[src/rtl/i2s_rx_frame_scheduler.sv]
// Drains completed I2S receive frames from the circular bit buffer into a 32-bit valid/ready word stream.
// Optional I2S_FRAME_SCHED_RESYNC_EN: on overrun, abort the frame and jump to the newest completed frame.
module i2s_rx_frame_scheduler #(
    parameter int CIRC_BUF_BITS = 3
) (
    input  logic                       clk_i,
    input  logic                       rst_i,
    input  logic                       enable_i,
    input  logic [CIRC_BUF_BITS-1:0]   last_good_frame_idx_i,
    output logic [CIRC_BUF_BITS+7:0]   ram_read_addr_o,
    output logic                       ram_read_en_o,
    input  logic                       ram_read_data_i,
    output logic [31:0]                m_data_o,
    output logic                       m_valid_o,
    input  logic                       m_ready_i,
    output logic                       m_last_o,
    output logic                       overrun_o,
    input  logic                       overrun_clr_i,
    output logic                       busy_o
);
    localparam int FB = CIRC_BUF_BITS;
    localparam int PW = CIRC_BUF_BITS + 1;
    localparam logic [PW-1:0] PEND_MAX = PW'((1 << FB) - 1);

    typedef enum logic [1:0] {IDLE, READ, DRAIN} state_t;

    state_t        state_q, state_d;
    logic [FB-1:0] last_idx_q, rd_frame_q, rd_frame_d;
    logic [PW-1:0] pending_q, pending_d;
    logic [7:0]    bit_q;
    logic          rd_vld_q, rd_last_q;
    logic [31:0]   asm_q;
    logic [5:0]    asm_cnt_q;
    logic          asm_last_q;
    logic [31:0]   out_data_q;
    logic          out_valid_q, out_last_q;
    logic          overrun_q, busy_q;

    logic          completion, accept, out_holds_last, ovr, abort;
    logic          word_done, word_last, xfer, issue, drain_done, inc, dec;
    logic [5:0]    new_cnt, next_cnt;
    logic [31:0]   full_word;

    // Datapath: the bit returning this cycle completes a word without an extra register stage,
    // so the first word is valid 33 cycles after the first read.
    always_comb begin
        completion     = last_good_frame_idx_i != last_idx_q;
        accept         = out_valid_q & m_ready_i;
        out_holds_last = out_valid_q & out_last_q;
        ovr            = completion & (pending_q == PEND_MAX);
`ifdef I2S_FRAME_SCHED_RESYNC_EN
        abort          = ovr;
`else
        abort          = 1'b0;
`endif
        new_cnt    = asm_cnt_q + {5'd0, rd_vld_q};
        word_done  = new_cnt == 6'd32;
        full_word  = rd_vld_q ? {asm_q[30:0], ram_read_data_i} : asm_q;
        word_last  = rd_vld_q ? rd_last_q : asm_last_q;
        xfer       = word_done & (~out_valid_q | m_ready_i) & ~abort;
        next_cnt   = xfer ? 6'd0 : new_cnt;
        issue      = (state_q == READ) & (next_cnt < 6'd32) & ~abort;
        drain_done = (asm_cnt_q == 6'd0) & ~rd_vld_q;
    end

    always_comb begin
        state_d    = state_q;
        rd_frame_d = rd_frame_q;
        pending_d  = pending_q;
        inc        = completion & ~ovr;
        dec        = accept & out_last_q & (pending_q != '0);
        case (state_q)
            IDLE: begin
                if (!enable_i)
                    rd_frame_d = last_good_frame_idx_i + FB'(1);
                // a frame whose last word still sits in the output register is already read
                else if (pending_q > {{FB{1'b0}}, out_holds_last})
                    state_d = READ;
            end
            READ: begin
                if (issue && bit_q == 8'hFF)
                    state_d = DRAIN;
            end
            DRAIN: begin
                if (drain_done) begin
                    state_d    = IDLE;
                    rd_frame_d = rd_frame_q + FB'(1);
                end
            end
            default: state_d = IDLE;
        endcase
        case ({inc, dec})
            2'b10:   pending_d = pending_q + PW'(1);
            2'b01:   pending_d = pending_q - PW'(1);
            default: pending_d = pending_q;
        endcase
        if (state_q == IDLE && !enable_i)
            pending_d = '0;
        if (abort) begin
            state_d    = IDLE;
            rd_frame_d = last_good_frame_idx_i;
            pending_d  = PW'(1) + {{FB{1'b0}}, out_holds_last & ~m_ready_i};
        end
    end

    always_ff @(posedge clk_i) begin
        if (rst_i) begin
            state_q     <= IDLE;
            last_idx_q  <= last_good_frame_idx_i;
            rd_frame_q  <= last_good_frame_idx_i + FB'(1);
            pending_q   <= '0;
            bit_q       <= '0;
            rd_vld_q    <= 1'b0;
            rd_last_q   <= 1'b0;
            asm_q       <= '0;
            asm_cnt_q   <= '0;
            asm_last_q  <= 1'b0;
            out_data_q  <= '0;
            out_valid_q <= 1'b0;
            out_last_q  <= 1'b0;
            overrun_q   <= 1'b0;
            busy_q      <= 1'b0;
        end else begin
            state_q    <= state_d;
            last_idx_q <= last_good_frame_idx_i;
            rd_frame_q <= rd_frame_d;
            pending_q  <= pending_d;
            overrun_q  <= ovr | (overrun_q & ~overrun_clr_i);
            busy_q     <= (state_d != IDLE) | (pending_d != '0);
            if (state_q == IDLE)
                bit_q <= '0;
            else if (issue)
                bit_q <= bit_q + 8'd1;
            if (abort) begin
                rd_vld_q   <= 1'b0;
                rd_last_q  <= 1'b0;
                asm_cnt_q  <= '0;
                asm_last_q <= 1'b0;
            end else begin
                rd_vld_q  <= issue;
                rd_last_q <= issue & (bit_q == 8'hFF);
                asm_cnt_q <= next_cnt;
                if (xfer)
                    asm_last_q <= 1'b0;
                else if (word_done) begin
                    asm_q      <= full_word;
                    asm_last_q <= word_last;
                end else if (rd_vld_q)
                    asm_q <= {asm_q[30:0], ram_read_data_i};
            end
            if (xfer) begin
                out_valid_q <= 1'b1;
                out_data_q  <= full_word;
                out_last_q  <= word_last;
            end else if (accept) begin
                out_valid_q <= 1'b0;
                out_last_q  <= 1'b0;
            end
        end
    end

    assign ram_read_en_o   = issue;
    assign ram_read_addr_o = (state_q == IDLE) ? '0 : {rd_frame_q, bit_q};
    assign m_data_o        = out_data_q;
    assign m_valid_o       = out_valid_q;
    assign m_last_o        = out_last_q;
    assign overrun_o       = overrun_q;
    assign busy_o          = busy_q;
endmodule

[config.mk]
export PLATFORM = sky130hd
export DESIGN_NAME = i2s_rx_frame_scheduler
export DESIGN_NICKNAME = d
export VERILOG_FILES = /design/src/rtl/i2s_rx_frame_scheduler.sv
export SDC_FILE = /design/constraint.sdc
export NUM_CORES = 1
export LEC_CHECK = 0
export ABC_AREA = 1
export BUFFER_PORTS_ARGS = -buffer_cell sky130_fd_sc_hd__buf_2
export CAP_MARGIN = 40
export CORE_ASPECT_RATIO = 1.4
export CORE_MARGIN = 3
export CORE_UTILIZATION = 40
export DETAILED_ROUTE_END_ITERATION = 16
export PLACE_DENSITY = 0.58
export RECOVER_POWER = 25
export SKIP_CTS_REPAIR_TIMING = 1
export SYNTH_ARGS = -nofsm -noshare
export SYNTH_HDL_FRONTEND = slang
export SYNTH_SLANG_ARGS = --single-unit
[constraint.sdc]
create_clock -name clk_i -period 2.45 [get_ports clk_i]
set_input_delay 0.3675 -clock clk_i [delete_from_list [all_inputs] [get_ports clk_i]]
set_output_delay 0.3675 -clock clk_i [all_outputs]
set_load 0.01 [all_outputs]
==> results.md <==
| Group | Result | Reported |
|:---|:---|:---|
| sta | Count of endpoints failing setup in the final report | 0 |
| synthesis | Average cell area after synthesis | 7.98 um2 |
| worst setup path | Highest cell delay on the worst timing path | 0.34 ns |
| layout | Proportion of layout cells with a drive suffix above 1 | 14.1% |
| synthesis | Number of synthesis warnings | 0 |
| layout | Layout Nets | 604 |
| worst setup path | Cell type of the slowest stage on the worst timing path | sky130_fd_sc_hd__dfxtp_2 |
| placement | # placed instances | 711 |
| die | Horizontal extent of the die | 93.6 um |
| synthesis | Net Count, Synth | 558 |
| die | Die Y | 129 um |
| synthesis | Count of unique library cells instantiated by Yosys | 28 |
| hold path | End point of the most critical hold path | last_idx_q[1] |
| sta | Final clock period utilization by the worst path | 92.2% |
| sta | Final Max Slew Viols | 0 |
| worst setup path | Worst path required time | 2.08 ns |
| clock network | Cell chosen for the clock root | sky130_fd_sc_hd__clkbuf_16 |
| power and ir drop | Power density over cell area | 656 nW/um2 |
| drt | Detail-routed net length per standard cell | 11.6 um |
| drt | Sum of routed wire length over all layers | 8.47 mm |
| worst setup path | RR Endpoint | busy_o |
| die | Standard-cell row count | 44 |
| power and ir drop | Leakage | 1.79 nW |
| die | Die ar. | 12,000 um2 |
| worst setup path | Crit path buf inv count | 2 |
| drt | Residual DRC count | 0 |
| sta | Fmax | 443 MHz |
| grt | Number of antenna violations at the first check in global routing | 0 |
| die | Number of placed I/O pins | 57 |
| worst setup path | Reg2reg setup slack | 0.21 ns |
| power and ir drop | Proportion of power drawn by combinational gates | 6.6% |
| drt | Vias per inst | 4.87 |
| clock network | Clock tree sinks | 97 |
| grt | Vias in the first global route | 3,354 |
| die | Starting density of the core | 41.1% |
| job | Max-cap violations | 0 |
| placement | Total of buffers placed on input and output ports | 56 |
| worst setup path | Delay-heaviest family, CP | simple AND/OR/NAND/NOR gates |
| sta | Final setup TNS | 0 ns |
| clock network | TritonCTS clock tree | yes |
| placement | Routability congestion estimate | 0.761 |
| grt | Total track usage | 14.8% |
| synthesis | Number of instances in the synthesized netlist | 539 |
| power and ir drop | Switching component of the power | 0.781 mW |
| synthesis | FF+latch count, synth | 97 |
| synthesis | Area of the mapped netlist | 4300 um2 |
| sta | Worst clock skew | 0.0103 ns |
| layout | Area Growth Syn to Fin | 17.2% |
| power and ir drop | Internal power contribution | 2.52 mW |
| power and ir drop | Part of the total power dissipated in sequential elements | 49.3% |
| worst setup path | Reg-to-reg critical path startpoint | pending_q[2] |
| power and ir drop | Clock group share of total power | 44.1% |
| sta | Final hold vios | 0 |
| clock network | Number of buffers on the longest clock path | 2 |
| layout | Area occupied by multi-input gates | 2110 um2 |
| layout | Register cell area after layout | 1980 um2 |
| synthesis | Seq/Total Area, Yosys | 45.9% |
| worst setup path | Crit path max fanout | 3 |
| drt | Antenna-violating nets left | 0 |
| clock network | Insertion delay to the later sink of the worst-skew pair | 0.34 ns |
| grt | Wire length of the first global-routing pass | 14.6 mm |
| worst setup path | Cells along the critical path | ha_4 -> ha_4 -> nor2_1 -> nand3_1 -> nor2_1 -> nand2_2 -> o21bai_4 -> nand2_1 -> clkinv_1 -> buf_2 |
| drt | Total vias in the final route | 3,544 |
| sta | Unrepaired setup endpoints after global routing | no |
| sta | Min Tclk post-route | 2.26 ns |
| clock network | Reg clk slew, reported paths | 0.06 ns |
| clock network | Clock buffers created by TritonCTS | 9 |
| layout | Filler instances | 1,040 |
| power and ir drop | Switching fraction of total power | 23.6% |
| grt | Maximum number of pins on one net before global-route repair | 130 |
| sta | Relative slew slack | 62.4% |
| clock network | H-tree Lvls | 3 |
| worst setup path | Startpoint type of the worst setup path | flip-flop |
| run status | Result of the run | completed |
| worst setup path | Critical Path Sink Type | output pin |
| layout | Antenna diode instance count | 0 |
| drt | DRC violation total after the first TritonRoute iteration | 152 |
| power and ir drop | Worst ir drop on vdd | 390 uV |
| layout | Post-route non-filler standard cell count | 728 |
| worst setup path | Number of cells on the worst reg-to-reg path | 12 |
| layout | Final cell area excluding filler cells | 5040 um2 |
| worst setup path | Class of the most critical setup path | flip-flop to output pin |
| die | Placeable Area | 10,500 um2 |
| placement | Hpwl dp | 5.73 mm |
| worst setup path | Arrival time of data at the critical path endpoint | 1.89 ns |
| grt | Global route total overflow | 0 |
| hold path | Worst hold start | last_good_frame_idx_i[1] |
| placement | Area after DPL | 4680 um2 |
| hold path | Hold Path Class | input port to flip-flop |
| sta | Transition time of the tightest slew-check pin | 0.564 ns |
| drt | 1st-pass router iterations | 4 |
| hold path | Cell depth of the worst hold path | 1 |
-- per-stage QoR --
stage               util, %  setup slack (ns)  total power [mW]  hold slack [ns]
floorplan                 -             0.288              1.82            0.395
global placement       44.8             0.116              1.87            0.451
detailed placement     44.8            0.0370              1.88            0.455
CTS                    47.8           -0.0792              3.36            0.154
global route           48.2            0.0291              3.45            0.197
finish                 48.2             0.191              3.31            0.201
-- power by group through the flow --
stage | logic [mW] | registers [mW] | clock network (mW)
finish | 0.220 | 1.63 | 1.46
global route | 0.250 | 1.63 | 1.56
CTS | 0.217 | 1.63 | 1.52
detailed placement | 0.217 | 1.66 | 0
global placement | 0.213 | 1.66 | 0
floorplan | 0.155 | 1.66 | 0
-- synth_stat cells (all sizes together) --
cell     n  area [um2]
mux2     2        22.5
nand2   92         348
nand4    4        25.0
dfxtp   94        1880
a21oi   88         440
fa       1        20.0
ha       9         113
mux2i   26         260
clkbuf  19        71.3
nor2    38         153
xnor2    5        43.8
nor4     3        18.8
inv     42         158
edfxtp   3        90.1
o211ai   1        7.51
buf     10        68.8
clkinv   1        3.75
xor2     7        61.3
or2     33         206
nor3     3        15.0
nand3   19        95.1
o21ai   38         190
o21bai   1        7.51
-- cell type report --
type / instances / share of cell area [%]
multi-input cells: 370 / 41.8
repair buffers: 64 / 6.11
clock buffers: 10 / 4.74
clock inverters: 6 / 1.47
inverters: 43 / 3.20
well taps: 138 / 3.43
flip-flops and latches: 97 / 39.2
-- per-layer routing --
| metal | part of all wire (%) | GRT usage (%) |
|---|---|---|
| met5 | 0 | 0 |
| met4 | 1.5 | 6.89 |
| met3 | 4.3 | 3.45 |
| met2 | 49 | 25.7 |
| met1 | 46 | 17.2 |
-- cells in the final DEF, fill, tap and decap left out, types with 2 or more instances in the layout --
cell type,n
sky130_fd_sc_hd__nand2_1,90
sky130_fd_sc_hd__dfxtp_1,90
sky130_fd_sc_hd__a21oi_1,87
sky130_fd_sc_hd__inv_1,42
sky130_fd_sc_hd__o21ai_0,38
sky130_fd_sc_hd__nor2_1,36
sky130_fd_sc_hd__clkbuf_1,36
sky130_fd_sc_hd__mux2i_1,26
sky130_fd_sc_hd__or2_2,22
sky130_fd_sc_hd__buf_2,20
sky130_fd_sc_hd__nand3_1,19
sky130_fd_sc_hd__or2_0,11
sky130_fd_sc_hd__clkbuf_16,9
sky130_fd_sc_hd__xor2_1,7
sky130_fd_sc_hd__buf_4,7
sky130_fd_sc_hd__ha_1,6
sky130_fd_sc_hd__xnor2_1,5
sky130_fd_sc_hd__nand4_1,4
sky130_fd_sc_hd__dfxtp_2,4
sky130_fd_sc_hd__ha_4,3
sky130_fd_sc_hd__clkinv_4,3
sky130_fd_sc_hd__edfxtp_1,3
sky130_fd_sc_hd__nor3_1,2
sky130_fd_sc_hd__mux2_2,2
sky130_fd_sc_hd__nor4_1,2
sky130_fd_sc_hd__inv_6,2
-- kinds of logic after synthesis --
family | count (synthesis) | synth area share [%]
AND/OR/NAND/NOR | 192 | 20.0
AO/OA/AOI/OAI | 128 | 15.0
flip-flops | 97 | 45.9
buffers and inverters | 72 | 7.01
multiplexers | 28 | 6.58
XOR/XNOR | 12 | 2.44
adder cells (fa/ha/maj) | 10 | 3.08
-- state kept, by name, indices dropped and copies added, names as in the netlist --
name / flops
asm_cnt_q: 6
rd_vld_q: 1
m_data_o: 32
state_q: 2
asm_last_q: 1
m_last_o: 1
m_valid_o: 1
rd_frame_q: 3
overrun_o: 1
rd_last_q: 1
bit_q: 8
last_idx_q: 3
busy_o: 1
pending_q: 4
asm_q: 32
-- worst max path at each step --
| stage | start | slack, ns | cells past startpoint | endpoint |
|---|---|---|---|---|
| after floorplan | pending_q[1] | 0.29 | 12 | busy_o |
| after global placement | pending_q[0] | 0.12 | 12 | busy_o |
| after detailed placement | pending_q[1] | 0.04 | 16 | busy_o |
| after CTS | rd_vld_q | -0.08 | 10 | ram_read_en_o |
| after global routing | pending_q[2] | 0.03 | 12 | busy_o |
| final | rd_vld_q | 0.19 | 10 | ram_read_en_o |
Power figures use the tool's default switching activity.
